<file path="config.mk">
export PLATFORM = sky130hd
export DESIGN_NAME = bit_sequence_generator_flat
export DESIGN_NICKNAME = d
export VERILOG_FILES = /design/src/rtl/bit_sequence_generator_if.sv /design/src/rtl/bit_sequence_generator.sv /design/src/flat_wrapper.sv
export SDC_FILE = /design/constraint.sdc
export NUM_CORES = 1
export LEC_CHECK = 0
export BUFFER_PORTS_ARGS = -buffer_cell sky130_fd_sc_hd__buf_2
export CAP_MARGIN = 30
export CELL_PAD_IN_SITES_DETAIL_PLACEMENT = 0
export CELL_PAD_IN_SITES_GLOBAL_PLACEMENT = 1
export CORE_UTILIZATION = 25
export CTS_CLUSTER_SIZE = 40
export DETAILED_ROUTE_END_ITERATION = 12
export GPL_TIMING_DRIVEN = 0
export PLACE_DENSITY = 0.54
export SYNTH_ARGS = -nofsm -noshare
export SYNTH_HDL_FRONTEND = slang
export SYNTH_SLANG_ARGS = --single-unit
</file>
<file path="constraint.sdc">
create_clock -name clk -period 1.7 [get_ports clk]
set_input_delay 0.34 -clock clk [delete_from_list [all_inputs] [get_ports clk]]
set_output_delay 0.34 -clock clk [all_outputs]
set_load 0.03 [all_outputs]
</file>
<file path="src/rtl/bit_sequence_generator_if.sv">
// Control/status bundle for bit_sequence_generator.
// Carries i_loop only when BIT_SEQ_GEN_LOOP_EN is defined.
interface bit_sequence_generator_if #(
    parameter int unsigned PATTERN_W = 7,
    parameter int unsigned LEN_W     = 4
);
    logic                 i_start;
    logic                 i_stop;
    logic [PATTERN_W-1:0] i_pattern;
    logic [LEN_W-1:0]     i_length;
`ifdef BIT_SEQ_GEN_LOOP_EN
    logic                 i_loop;
`endif
    logic                 o_bit0_pulse;
    logic                 o_bit1_pulse;
    logic                 o_busy;
    logic                 o_done;
    logic [LEN_W-1:0]     o_sent_count;

    modport master (
`ifdef BIT_SEQ_GEN_LOOP_EN
        output i_loop,
`endif
        output i_start, i_stop, i_pattern, i_length,
        input  o_bit0_pulse, o_bit1_pulse, o_busy, o_done, o_sent_count
    );

    modport slave (
`ifdef BIT_SEQ_GEN_LOOP_EN
        input  i_loop,
`endif
        input  i_start, i_stop, i_pattern, i_length,
        output o_bit0_pulse, o_bit1_pulse, o_busy, o_done, o_sent_count
    );
endinterface

</file>
<file path="src/rtl/bit_sequence_generator.sv">
// Plays the low Lc pattern bits MSB first as one-cycle 0/1 pulses, GAP_CYCLES idle cycles apart.
// Optional continuous playback is enabled by defining BIT_SEQ_GEN_LOOP_EN.
module bit_sequence_generator #(
    parameter int unsigned PATTERN_W  = 7,
    parameter int unsigned LEN_W      = 4,
    parameter int unsigned GAP_CYCLES = 4
) (
    input logic                     clk,
    input logic                     reset,
    bit_sequence_generator_if.slave bus
);
    localparam int unsigned GAP_W = (GAP_CYCLES > 1) ? $clog2(GAP_CYCLES) : 1;

    typedef enum logic [1:0] {StIdle, StEmit, StGap, StDone} state_e;

    state_e               state_q;
    logic [PATTERN_W-1:0] shift_q;
    logic [LEN_W-1:0]     rem_q;
    logic [LEN_W-1:0]     sent_q;
    logic [GAP_W-1:0]     gap_q;
    logic                 bit0_q, bit1_q, busy_q, done_q;
`ifdef BIT_SEQ_GEN_LOOP_EN
    logic [PATTERN_W-1:0] pat_q;
    logic [LEN_W-1:0]     len_q;
    logic                 loop_q;
`endif

    logic [LEN_W-1:0]     lc;
    logic [PATTERN_W-1:0] aligned;

    // Left-align the pattern so the next bit to send is always the MSB.
    always_comb begin
        lc      = (bus.i_length > LEN_W'(PATTERN_W)) ? LEN_W'(PATTERN_W) : bus.i_length;
        aligned = bus.i_pattern << (LEN_W'(PATTERN_W) - lc);
    end

    always_ff @(posedge clk) begin
        if (reset) begin
            state_q <= StIdle;
            shift_q <= '0;
            rem_q   <= '0;
            sent_q  <= '0;
            gap_q   <= '0;
            bit0_q  <= 1'b0;
            bit1_q  <= 1'b0;
            busy_q  <= 1'b0;
            done_q  <= 1'b0;
`ifdef BIT_SEQ_GEN_LOOP_EN
            pat_q   <= '0;
            len_q   <= '0;
            loop_q  <= 1'b0;
`endif
        end else begin
            bit0_q <= 1'b0;
            bit1_q <= 1'b0;
            done_q <= 1'b0;
            if (bus.i_stop) begin
                state_q <= StIdle;
                busy_q  <= 1'b0;
            end else begin
                case (state_q)
                    StIdle, StDone: begin
                        if (bus.i_start) begin
`ifdef BIT_SEQ_GEN_LOOP_EN
                            pat_q  <= aligned;
                            len_q  <= lc;
                            loop_q <= bus.i_loop;
`endif
                            if (lc != '0) begin
                                state_q <= StEmit;
                                busy_q  <= 1'b1;
                                bit1_q  <= aligned[PATTERN_W-1];
                                bit0_q  <= ~aligned[PATTERN_W-1];
                                shift_q <= aligned << 1;
                                rem_q   <= lc - LEN_W'(1);
                                sent_q  <= LEN_W'(1);
                            end else begin
                                state_q <= StDone;
                                busy_q  <= 1'b0;
                                done_q  <= 1'b1;
                                shift_q <= aligned;
                                rem_q   <= '0;
                                sent_q  <= '0;
                            end
                        end else begin
                            state_q <= StIdle;
                            busy_q  <= 1'b0;
                        end
                    end
                    StEmit: begin
                        state_q <= StGap;
                        gap_q   <= GAP_W'(GAP_CYCLES - 1);
                    end
                    StGap: begin
                        if (gap_q != '0) begin
                            gap_q <= gap_q - GAP_W'(1);
                        end else if (rem_q != '0) begin
                            state_q <= StEmit;
                            bit1_q  <= shift_q[PATTERN_W-1];
                            bit0_q  <= ~shift_q[PATTERN_W-1];
                            shift_q <= shift_q << 1;
                            rem_q   <= rem_q - LEN_W'(1);
                            sent_q  <= sent_q + LEN_W'(1);
`ifdef BIT_SEQ_GEN_LOOP_EN
                        end else if (loop_q) begin
                            // Wrap straight into bit 0; o_done marks the pass boundary.
                            state_q <= StEmit;
                            bit1_q  <= pat_q[PATTERN_W-1];
                            bit0_q  <= ~pat_q[PATTERN_W-1];
                            shift_q <= pat_q << 1;
                            rem_q   <= len_q - LEN_W'(1);
                            sent_q  <= LEN_W'(1);
                            done_q  <= 1'b1;
`endif
                        end else begin
                            state_q <= StDone;
                            busy_q  <= 1'b0;
                            done_q  <= 1'b1;
                        end
                    end
                    default: begin
                        state_q <= StIdle;
                        busy_q  <= 1'b0;
                    end
                endcase
            end
        end
    end

    assign bus.o_bit0_pulse = bit0_q;
    assign bus.o_bit1_pulse = bit1_q;
    assign bus.o_busy       = busy_q;
    assign bus.o_done       = done_q;
    assign bus.o_sent_count = sent_q;

endmodule

</file>
<file path="src/flat_wrapper.sv">
// flat-port wrapper written by rule: the top's interface ports become plain ports
module bit_sequence_generator_flat 
#(
    parameter int unsigned PATTERN_W  = 7,
    parameter int unsigned LEN_W      = 4,
    parameter int unsigned GAP_CYCLES = 4
)
  (clk, reset, bus_i_start, bus_i_stop, bus_i_pattern, bus_i_length, bus_o_bit0_pulse, bus_o_bit1_pulse, bus_o_busy, bus_o_done, bus_o_sent_count);
  bit_sequence_generator_if #(.PATTERN_W(PATTERN_W), .LEN_W(LEN_W)) bus_i ();
  input logic clk;
  input logic reset;
  input wire logic [$bits(bus_i.i_start)-1:0] bus_i_start;
  input wire logic [$bits(bus_i.i_stop)-1:0] bus_i_stop;
  input wire logic [$bits(bus_i.i_pattern)-1:0] bus_i_pattern;
  input wire logic [$bits(bus_i.i_length)-1:0] bus_i_length;
  output wire logic [$bits(bus_i.o_bit0_pulse)-1:0] bus_o_bit0_pulse;
  output wire logic [$bits(bus_i.o_bit1_pulse)-1:0] bus_o_bit1_pulse;
  output wire logic [$bits(bus_i.o_busy)-1:0] bus_o_busy;
  output wire logic [$bits(bus_i.o_done)-1:0] bus_o_done;
  output wire logic [$bits(bus_i.o_sent_count)-1:0] bus_o_sent_count;
  assign bus_i.i_start = bus_i_start;
  assign bus_i.i_stop = bus_i_stop;
  assign bus_i.i_pattern = bus_i_pattern;
  assign bus_i.i_length = bus_i_length;
  assign bus_o_bit0_pulse = bus_i.o_bit0_pulse;
  assign bus_o_bit1_pulse = bus_i.o_bit1_pulse;
  assign bus_o_busy = bus_i.o_busy;
  assign bus_o_done = bus_i.o_done;
  assign bus_o_sent_count = bus_i.o_sent_count;
  bit_sequence_generator #(.PATTERN_W(PATTERN_W), .LEN_W(LEN_W), .GAP_CYCLES(GAP_CYCLES)) u_core (.clk(clk), .reset(reset), .bus(bus_i));
endmodule
</file>
==> results of run 1 <==
==> what timing repair did <==
item,CTS,global route
pin swaps,7,14
resized for setup,18,17
setup endpoints to repair,23,16
gates cloned,0,1
buffers inserted,5,7
hold endpoints to repair,0,0
==> critical path: stages, from the launching register on <==
cell and delay (ns):
dfxtp_2 0.35, inv_2 0.05, ha_4 0.21, nor2b_4 0.13, or3_4 0.33, buf_8 0.14, nor2_4 0.20, a311oi_2 0.13
==> cells in the final DEF, fill, tap and decap left out, types with 5 or more instances in the layout <==
master / count
nor3b_1: 6
nor2_1: 9
dfxtp_1: 19
nand2b_1: 5
nand3_1: 7
inv_1: 9
o21ai_0: 12
a21oi_1: 17
nor3_1: 8
buf_6: 5
buf_4: 11
buf_2: 25
nand2_1: 12
==> synthesized netlist by cell type, types with 3 or more instances <==
cell	instances	area (um^2)
inv_1	10	37.5
or3_1	3	18.8
nand4_1	4	25.0
a31oi_1	3	18.8
ha_1	5	62.6
nand2b_1	5	31.3
o21ai_0	12	60.1
nand3_1	7	35.0
nor3b_1	7	52.6
nor2b_1	6	37.5
nor2_1	9	33.8
nand2_1	12	45.0
nor4_1	4	25.0
a211oi_1	5	37.5
nor3_1	9	45.0
dfxtp_1	23	460
buf_2	9	45.0
clkbuf_1	6	22.5
a21oi_1	19	95.1
==> flip-flops by register name (all words and copies together) (netlist names) <==
register                 count
u_core.bus.o_bit0_pulse      1
u_core.bus.o_bit1_pulse      1
u_core.bus.o_busy            1
u_core.bus.o_done            1
u_core.bus.o_sent_count      4
u_core.gap_q                 2
u_core.rem_q                 4
u_core.shift_q               7
u_core.state_q               2
==> per-stage QoR <==
step,worst slack [ns],power (W)
finish,0.0171,0.00125
global route,-0.0579,0.00132
CTS,0.00271,0.00123
detailed placement,-0.433,0.000848
global placement,-0.463,0.000852
floorplan,0.0240,0.000766
==> where the power goes <==
part           internal [W]  switching (W)
Sequential         0.000562      0.0000172
Clock              0.000167       0.000178
Combinational      0.000141       0.000180
==> per-layer routing <==
metal	track usage	part of all wire	routed length (um)	vias up
met5	0	0	0	-
met4	0.0196	0.0024	12	0
met3	0.0303	0.033	160	2
met2	0.243	0.46	2260	36
met1	0.231	0.51	2490	789
li1	-	-	-	831
==> how the worst max path moves through the flow <==
stage,endpoint,startpoint,cells past startpoint,slack (ns)
2_1_floorplan,u_core.rem_q[2],u_core.state_q[0],8,0.02
3_3_place_gp,u_core.shift_q[6],u_core.rem_q[0],7,-0.46
3_5_place_dp,u_core.bus.o_sent_count[0],u_core.rem_q[0],7,-0.43
4_1_cts,u_core.state_q[1],bus_i_length[0],6,0.003
5_1_grt,u_core.shift_q[5],u_core.state_q[0],7,-0.06
6_report,u_core.shift_q[5],u_core.state_q[0],7,0.02
==> cells by family (layout without fill, tap and decap cells) <==
logic type                 Yosys count  in the layout  synth area share
and+or+nand+nor                     80             80             0.298
AOI/OAI and AO/OA                   64             64             0.276
buffers and inverters               26             61            0.0739
DFF                                 23             23             0.293
adders and majority gates            5              5            0.0397
muxes                                3              3            0.0199
==> area by class of cell <==
cell class                 count  share of cell area
buffer                        15              0.0482
tap                           75              0.0452
multi-input combinational    152               0.547
sequential                    23               0.224
inverter                      10              0.0181
clock buffer                   4              0.0217
timing repair buffer          32              0.0963
==> summary.txt, run 1 <==
Power and ir drop
  – P per Cell Area: between 500 and 600 nW/um^2
  – VDD IR max: 271 uV
  – Leakage: 0.778 nW

Timing
  – Worst-Margin Slew: between 0.5 and 0.6 ns
  – RSZ-0062 raised after global routing: yes
  – Setup Viol. Count Final: 0
  – Relative slew slack: 0.613
  – Hold Vio Cnt, Final: 0
  – Final Hold Slack: 0.420 ns
  – Tmin final: ~1.7 ns
  – Max Transition Viols Final: 0
  – Share of the clock period used by the worst path: 0.990
  – Setup TNS: 0 ns
  – Max Fclk: between 500 and 600 MHz
  – Clock skew: 0.00689 ns

Critical path
  – Worst Path Required: 1.83 ns
  – Worst reg2reg endpoint: u_core.shift_q[5]
  – Critical path arrival: about 1.8 ns
  – Startpoint Class: flip-flop
  – CP Max Fanout: 7
  – Critical path endpoint category: flip-flop
  – Worst Reg-to-Reg Cells: 7
  – Setup slack, reg-to-reg: about 0.017 ns
  – Path type of the worst setup path: flip-flop to flip-flop
  – Worst r2r src: u_core.state_q[0]

Logic synthesis
  – Asr flop ratio synth: 0
  – Net count after synthesis: 221
  – Mapped Cells: ~200
  – Average size of a mapped cell: around 7.8 um^2
  – Netlist cell types: 52
  – Synthesized area: 1570 um^2
  – Synth Register Bits: 23
  – YS warnings: 0
  – Primary flip-flop cell chosen by synthesis mapping: dfxtp_1
  – Seq/Total Area, Yosys: 0.293
  – Number of synthesized flops with an enable pin: 0

Cells and area
  – Fill count: between 600 and 700
  – Non-filler instance count after layout: ~310
  – Final core occ: 0.347
  – Fin nets: roughly 260
  – Area taken by multi-input logic gates: between 1000 and 1500 um^2
  – Synth-to-Final Area Change: 32.0%
  – Register Area: 465 um^2
  – Design Area, Final: roughly 2100 um^2
  – Antenna Cells: 0
  – Fraction of layout cells with a size suffix above 1: 0.309

Floorplan
  – Rows: 28
  – Height of the die: just over 80 um
  – Die span in x: 81.3 um
  – Die ar.: 6620 um^2
  – CORE AREA: around 6000 um^2
  – Num ports: 23
  – Initial core utilization: 0.263

Drt
  – Routed WL per cell: 15.8 um
  – Final ANT Viol Nets: 0
  – # DRC: 0
  – Drt total wl: roughly 4.9 mm
  – Initial DRC count: between 60 and 70
  – Via Count: between 1,500 and 2,000
  – Pre-antenna DRT Iters: 4
  – Via density: 5.33

GRT
  – GRT Overall Usage: 0.158
  – Initial antenna violation count: 0
  – Number of global-route vias before repair: 1,512
  – Largest net degree at the start of global routing: 13
  – Grt total ovfl: 0
  – First-pass GRT wire length: 7.96 mm

Clocking
  – CTS max path bufs: 2
  – Clock Latency Late Sink: between 0.2 and 0.3 ns
  – Sink Count: 23
  – CTS tree: done
  – CTS Hold Buffers Added: 0
  – CTS H-tree lvls: 1
  – Clk root buf: clkbuf_8
  – CTS Buf Count: 3
  – Worst-path clk slew: approximately 0.08 ns

Place
  – Placed cell areas: 1800 um^2
  – Dpl hpwl: ~3.4 mm
  – Port bufs: 19
  – Placed Cells: between 200 and 300
  – Final GP Congestion: roughly 0.75

Hold path
  – Hold Path Class: primary input to flip-flop
  – Worst hold stages: 3
  – HP Start: bus_i_start
  – Hold endpoint: u_core.bus.o_busy

Run
  – Max-Cap Viols: 0

Run status
  – Status: completed
Power figures use the tool's default switching activity.
==> run 2, diff against run 1 <==
--- a/config.mk
+++ b/config.mk
@@ -13,7 +13,7 @@
 export CTS_CLUSTER_SIZE = 40
 export DETAILED_ROUTE_END_ITERATION = 12
 export GPL_TIMING_DRIVEN = 0
-export PLACE_DENSITY = 0.54
+export PLACE_DENSITY = 0.52
 export SYNTH_ARGS = -nofsm -noshare
 export SYNTH_HDL_FRONTEND = slang
 export SYNTH_SLANG_ARGS = --single-unit
==> constraint.sdc (replaced) <==
create_clock -name clk -period 2.1 [get_ports clk]
set_input_delay 0.42 -clock clk [delete_from_list [all_inputs] [get_ports clk]]
set_output_delay 0.42 -clock clk [all_outputs]
set_load 0.03 [all_outputs]
==> run 2 against run 1 <==
Largest cell class unchanged. Final area fell by 10%. Total power fell by 23%. Global-route usage fell by 0.18 points. Sequential power fell by 19%. Critical path type unchanged. Clock skew fell by 0.0036 ns.
==> summary.txt, run 2 (synthesized netlist as in run 1, its figures left out) <==
Run status
  – Status: completed

Clocking
  – Clk root buf: clkbuf_8
  – Worst-path clk slew: approximately 0.090 ns
  – Clock Latency Late Sink: ~0.27 ns
  – CTS Buf Count: 3
  – CTS max path bufs: 2
  – CTS tree: done
  – CTS H-tree lvls: 1
  – Sink Count: 23

Drt
  – Via Count: 1,586
  – Via density: roughly 5.3
  – Pre-antenna DRT Iters: 4
  – Final ANT Viol Nets: 0
  – Drt total wl: between 4 and 5 mm
  – Initial DRC count: 98
  – # DRC: 0
  – Routed WL per cell: about 16 um

Timing
  – Setup Viol. Count Final: 0
  – Worst-Margin Slew: about 0.84 ns
  – Max Transition Viols Final: 0
  – Clock skew: around 0.0033 ns
  – Share of the clock period used by the worst path: 0.925
  – Tmin final: 1.94 ns
  – Hold Vio Cnt, Final: 0
  – Relative slew slack: 0.435
  – Max Fclk: 515 MHz
  – RSZ-0062 raised after global routing: no
  – Final Hold Slack: roughly 0.48 ns

Critical path
  – Critical path endpoint category: flip-flop
  – Worst Path Required: 2.28 ns
  – Path type of the worst setup path: flip-flop to flip-flop
  – CP Max Fanout: 10
  – Startpoint Class: flip-flop
  – Critical path arrival: between 2 and 2.5 ns

Place
  – Final GP Congestion: approximately 0.7
  – Placed Cells: slightly below 300
  – Port bufs: 19
  – Dpl hpwl: 3.38 mm
  – Placed cell areas: 1760 um^2

Cells and area
  – Fin nets: between 200 and 250
  – Fraction of layout cells with a size suffix above 1: 0.209
  – Antenna Cells: 0
  – Top reg by flops: u_core.shift_q
  – Synth-to-Final Area Change: 18.4%
  – Most common cell after layout, fill and taps aside: buf_2
  – Max reg flops: 7
  – Non-filler instance count after layout: 300
  – Most frequent cells in the layout: 27 x buf_2, 23 x dfxtp_1, 18 x a21oi_1, 12 x o21ai_0, 12 x nand2_1
  – Design Area, Final: about 1900 um^2

GRT
  – First-pass GRT wire length: between 7 and 8 mm
  – GRT Overall Usage: 0.156
  – Grt total ovfl: 0
  – Initial antenna violation count: 0
  – Number of global-route vias before repair: ~1,500
  – Largest net degree at the start of global routing: 14

Floorplan
  – CORE AREA: about 6000 um^2
  – Die ar.: around 6600 um^2
  – Rows: 28
  – Num ports: 23
  – Die span in x: 81.3 um
  – Height of the die: between 80 and 90 um
  – Initial core utilization: 0.263

Power and ir drop
  – P per Cell Area: about 520 nW/um^2
  – Leakage: between 0.6 and 0.7 nW
  – Total power: ~0.00096 W
  – VDD IR max: approximately 190 uV

Hold path
  – Hold Path Class: primary input to flip-flop

Run
  – Max-Cap Viols: 0
[run 2: changes by cell type in the layout (fill, tap and decap cells not counted), sizes merged]
cell,previous run,this run
clkinv,0,1
buf,42,30
[run 2: what timing repair did]
item	4_1_cts	5_1_grt
cloned	0	0
pin swaps	0	1
gates resized for setup	4	7
hold buffers	0	0
buffers inserted	0	2
endpoints found under the setup margin	14	13
[run 2: area by class of cell]
class                           instances  area (um^2)
Fill cell                             639         4130
Clock inverter                          1         5.00
Clock buffer                            3         41.3
Inverter                               10         37.5
Timing Repair Buffer                   21          110
Buffer                                 15         80.1
Tap cell                               75         93.8
Multi-Input combinational cell        152         1030
Sequential cell                        23          460
[run 2: critical path, cell delays in order (launching register included)]
cell      delay (ns)
dfxtp_1         0.36
inv_1           0.05
ha_1            0.18
buf_2           0.19
nor2b_1         0.19
nor3_4          0.29
clkbuf_4        0.28
a21oi_1         0.09
a211oi_1        0.22
[run 2: where the power goes]
| group | leakage (nW) | internal, W | switching (W) |
|---|---|---|---|
| clock network | 0.0255 | 0.000133 | 0.000148 |
| registers | 0.187 | 0.000454 | 0.0000136 |
| logic | 0.485 | 0.0000845 | 0.000131 |
| total | 0.698 | 0.000671 | 0.000292 |
[run 2: routing by layer]
metal,GRT usage,vias to the layer above,wire length (um)
li1,-,801,-
met1,0.218,773,2400
met2,0.252,12,2280
met3,0.0303,0,77
met4,0.0214,0,0
met5,0,-,0
[run 2: worst paths after layout]
path                     start                end  slack, ns  depth (start not counted)
max reg2reg  u_core.state_q[0]  u_core.shift_q[4]       0.16                          8
min                bus_i_start  u_core.bus.o_busy       0.48                          3
max          u_core.state_q[0]  u_core.shift_q[4]       0.16                          8
min reg2reg  u_core.shift_q[0]  u_core.shift_q[0]       0.48                          1
[run 2: stage by stage]
step                      setup slack (ns)  TNS [ns]   util
after floorplan                      0.314         0      -
after global placement              -0.114    -0.862  0.294
after detailed placement            -0.105    -0.660  0.294
after CTS                          0.00701         0  0.305
after global routing               0.00586         0  0.311
final                                0.158         0  0.311
==> run 3, diff against run 2 <==
--- a/config.mk
+++ b/config.mk
@@ -5,6 +5,7 @@
 export SDC_FILE = /design/constraint.sdc
 export NUM_CORES = 1
 export LEC_CHECK = 0
+export ABC_AREA = 1
 export BUFFER_PORTS_ARGS = -buffer_cell sky130_fd_sc_hd__buf_2
 export CAP_MARGIN = 30
 export CELL_PAD_IN_SITES_DETAIL_PLACEMENT = 0
@@ -13,7 +14,7 @@
 export CTS_CLUSTER_SIZE = 40
 export DETAILED_ROUTE_END_ITERATION = 12
 export GPL_TIMING_DRIVEN = 0
-export PLACE_DENSITY = 0.52
+export PLACE_DENSITY = 0.53
 export SYNTH_ARGS = -nofsm -noshare
 export SYNTH_HDL_FRONTEND = slang
 export SYNTH_SLANG_ARGS = --single-unit
==> run 3 against run 2 <==
Via count down 12%. Sequential share of layout area up 1.2 points. Critical path type unchanged. Clock power up 3%. Combinational power up 3%. Register-to-register slack better by 0.25 ns. Highest routed layer is now met4. Clock skew about the same.
==> summary.txt, run 3 <==
Timing
  – Worst-Margin Slew: between 0.3 and 0.4 ns
  – Setup Viol. Count Final: 0
  – Max Transition Viols Final: 0
  – RSZ-0062 raised after global routing: no
  – Hold Vio Cnt, Final: 0
  – Tmin final: about 1.7 ns
  – Setup TNS: 0 ns
  – Share of the clock period used by the worst path: 0.805
  – Max Fclk: between 500 and 600 MHz
  – Clock skew: 0.00294 ns
  – Relative slew slack: 0.784

Cells and area
  – Antenna Cells: 0
  – Fraction of layout cells with a size suffix above 1: 0.241
  – Synth-to-Final Area Change: 16.0%
  – Most frequent cells in the layout: 44 x nand2_1, 29 x inv_1, 23 x nor2_1, 23 x dfxtp_1, 22 x buf_2
  – Max reg flops: 7
  – Top reg by flops: u_core.shift_q
  – Fill count: just under 700
  – Design Area, Final: between 1500 and 2000 um^2
  – Fin nets: around 270
  – Most common cell after layout, fill and taps aside: nand2_1

Logic synthesis
  – YS warnings: 0
  – Top-count cell post-synth: nand2_1
  – Top-area cell type share of the netlist area: 0.301
  – Synth Register Bits: 23
  – Mapped Cells: 220
  – Post-synth top area cell: dfxtp_1
  – Net count after synthesis: between 200 and 250
  – Post-synth top cells: 44 x nand2_1, 29 x inv_1, 23 x dfxtp_1, 23 x nor2_1, 21 x nand3_1
  – Average size of a mapped cell: 6.96 um^2
  – Asr flop ratio synth: 0
  – Netlist cell types: 33
  – Synthesized area: ~1500 um^2
  – Primary flip-flop cell chosen by synthesis mapping: dfxtp_1
  – Synth top area cells: dfxtp_1 30%, nand2_1 11%, inv_1 7.1%
  – Seq/Total Area, Yosys: 0.301
  – Number of synthesized flops with an enable pin: 0

Critical path
  – Critical path depth: 10
  – Worst Reg-to-Reg Cells: 10
  – Critical Path, Cell by Cell: inv_1, ha_1, buf_6, inv_1, buf_2, nand2_1, nand3b_1, nand2_1, nor2_1, nor2_1
  – Critical path arrival: about 1.9 ns
  – CP Max Fanout: 10
  – Startpoint Class: flip-flop
  – Path type of the worst setup path: flip-flop to flip-flop
  – Slowest-stage cell, CP: dfxtp_1
  – Critical path origin: u_core.state_q[0]
  – Setup slack, reg-to-reg: between 0.4 and 0.5 ns
  – Crit path to: u_core.shift_q[4]
  – Buffers & Inverters on Critical Path: 4
  – Top delay family on crit path: simple AND/OR/NAND/NOR gates
  – Worst Path Required: 2.31 ns
  – Worst r2r src: u_core.state_q[0]
  – Critical path endpoint category: flip-flop
  – Worst reg2reg endpoint: u_core.shift_q[4]
  – CP peak stage delay: approximately 0.36 ns

Clocking
  – CTS H-tree lvls: 1
  – Sink Count: 23
  – Worst-path clk slew: 0.09 ns
  – Clock Latency Late Sink: roughly 0.27 ns
  – Post-CTS sizing: 0
  – Post-CTS Setup Bufs: 0
  – CTS Hold Buffers Added: 0
  – CTS Buf Count: 3
  – CTS max path bufs: 2
  – Clk root buf: clkbuf_8
  – CTS tree: done

Floorplan
  – Rows: 28
  – Height of the die: 80.2 um
  – Initial core utilization: 0.258
  – Num ports: 23
  – Die ar.: between 6000 and 7000 um^2
  – Die span in x: about 80 um
  – CORE AREA: a little under 6000 um^2

Place
  – Dpl hpwl: slightly below 3 mm
  – Final GP Congestion: ~0.70
  – Port bufs: 21
  – Placed cell areas: 1730 um^2

Drt
  – Final ANT Viol Nets: 0
  – # DRC: 0
  – Pre-antenna DRT Iters: 4
  – Initial DRC count: 57
  – Drt total wl: between 3 and 4 mm
  – Routed WL per cell: about 12 um
  – Via density: between 4 and 5
  – Via Count: about 1,400

GRT
  – GRT Overall Usage: 0.134
  – First-pass GRT wire length: roughly 6.6 mm
  – Number of global-route vias before repair: roughly 1,300
  – Initial antenna violation count: 0
  – Grt total ovfl: 0
  – Largest net degree at the start of global routing: 14

Hold path
  – Hold Path Class: primary input to flip-flop
  – Worst hold stages: 2

Run status
  – Status: completed

Run
  – Max-Cap Viols: 0

Power and ir drop
  – P per Cell Area: around 550 nW/um^2
  – VDD IR max: 177 uV
  – Leakage: about 0.84 nW
-- run 3: cell type report --
class                           instances  area, um^2  share of cell area
Multi-Input combinational cell        157         872               0.491
Inverter                               34         133              0.0747
Clock buffer                            3        41.3              0.0233
Tap cell                               75        93.8              0.0529
Buffer                                  6        65.1              0.0366
Sequential cell                        23         460               0.259
Timing Repair Buffer                   21         105              0.0592
Clock inverter                          1        5.00             0.00282
-- run 3: cell families (layout without fill, tap and decap cells) --
family	after synthesis	after routing	synth area share
and+or+nand+nor	108	108	0.354
AOI/OAI and AO/OA	41	41	0.158
buffers and inverters	40	65	0.129
DFF	23	23	0.301
adders and majority gates	5	5	0.0409
xor gates and xnor gates	3	3	0.0172
-- run 3: how the worst min path moves through the flow --
stage                       from  slack, ns                          to
3_5_place_dp   u_core.shift_q[0]       0.45           u_core.shift_q[0]
4_1_cts                    reset       0.38  u_core.bus.o_sent_count[2]
6_report                   reset       0.38  u_core.bus.o_sent_count[2]
2_1_floorplan  u_core.shift_q[0]       0.42           u_core.shift_q[0]
3_3_place_gp   u_core.shift_q[0]       0.44           u_core.shift_q[0]
5_1_grt                    reset       0.37  u_core.bus.o_sent_count[3]
-- run 3: worst register-to-register path, cell delays in order, from the launching register on --
cell      delay, ns
dfxtp_1        0.36
inv_1          0.05
ha_1           0.19
buf_6          0.14
inv_1          0.07
buf_2          0.23
nand2_1        0.20
nand3b_1       0.21
nand2_1        0.07
nor2_1         0.04
nor2_1         0.07
-- run 3: metrics by stage --
stage / cells / total power, W / hold WS [ns] / setup slack, ns / utilization
global placement: 316 / 0.000708 / 0.441 / 0.415 / 0.292
global route: 320 / 0.00105 / 0.373 / 0.222 / 0.300
finish: 320 / 0.000982 / 0.379 / 0.409 / 0.300
CTS: 320 / 0.00100 / 0.376 / 0.395 / 0.300
floorplan: 220 / 0.000644 / 0.422 / 0.617 / -
detailed placement: 316 / 0.000706 / 0.447 / 0.416 / 0.292
-- run 3: per-layer routing --
layer / vias to the layer above / GRT usage / share of wire
li1: 756 / - / -
met1: 625 / 0.185 / 0.52
met2: 20 / 0.213 / 0.43
met3: 2 / 0.0284 / 0.038
met4: 0 / 0.0268 / 0.0065
met5: - / 0 / 0
-- run 3: where the power goes --
part / total [W] / switching, W / internal, W
clock: 0.000290 / 0.000157 / 0.000133
combinational: 0.000222 / 0.000139 / 0.0000832
sequential: 0.000470 / 0.0000124 / 0.000457
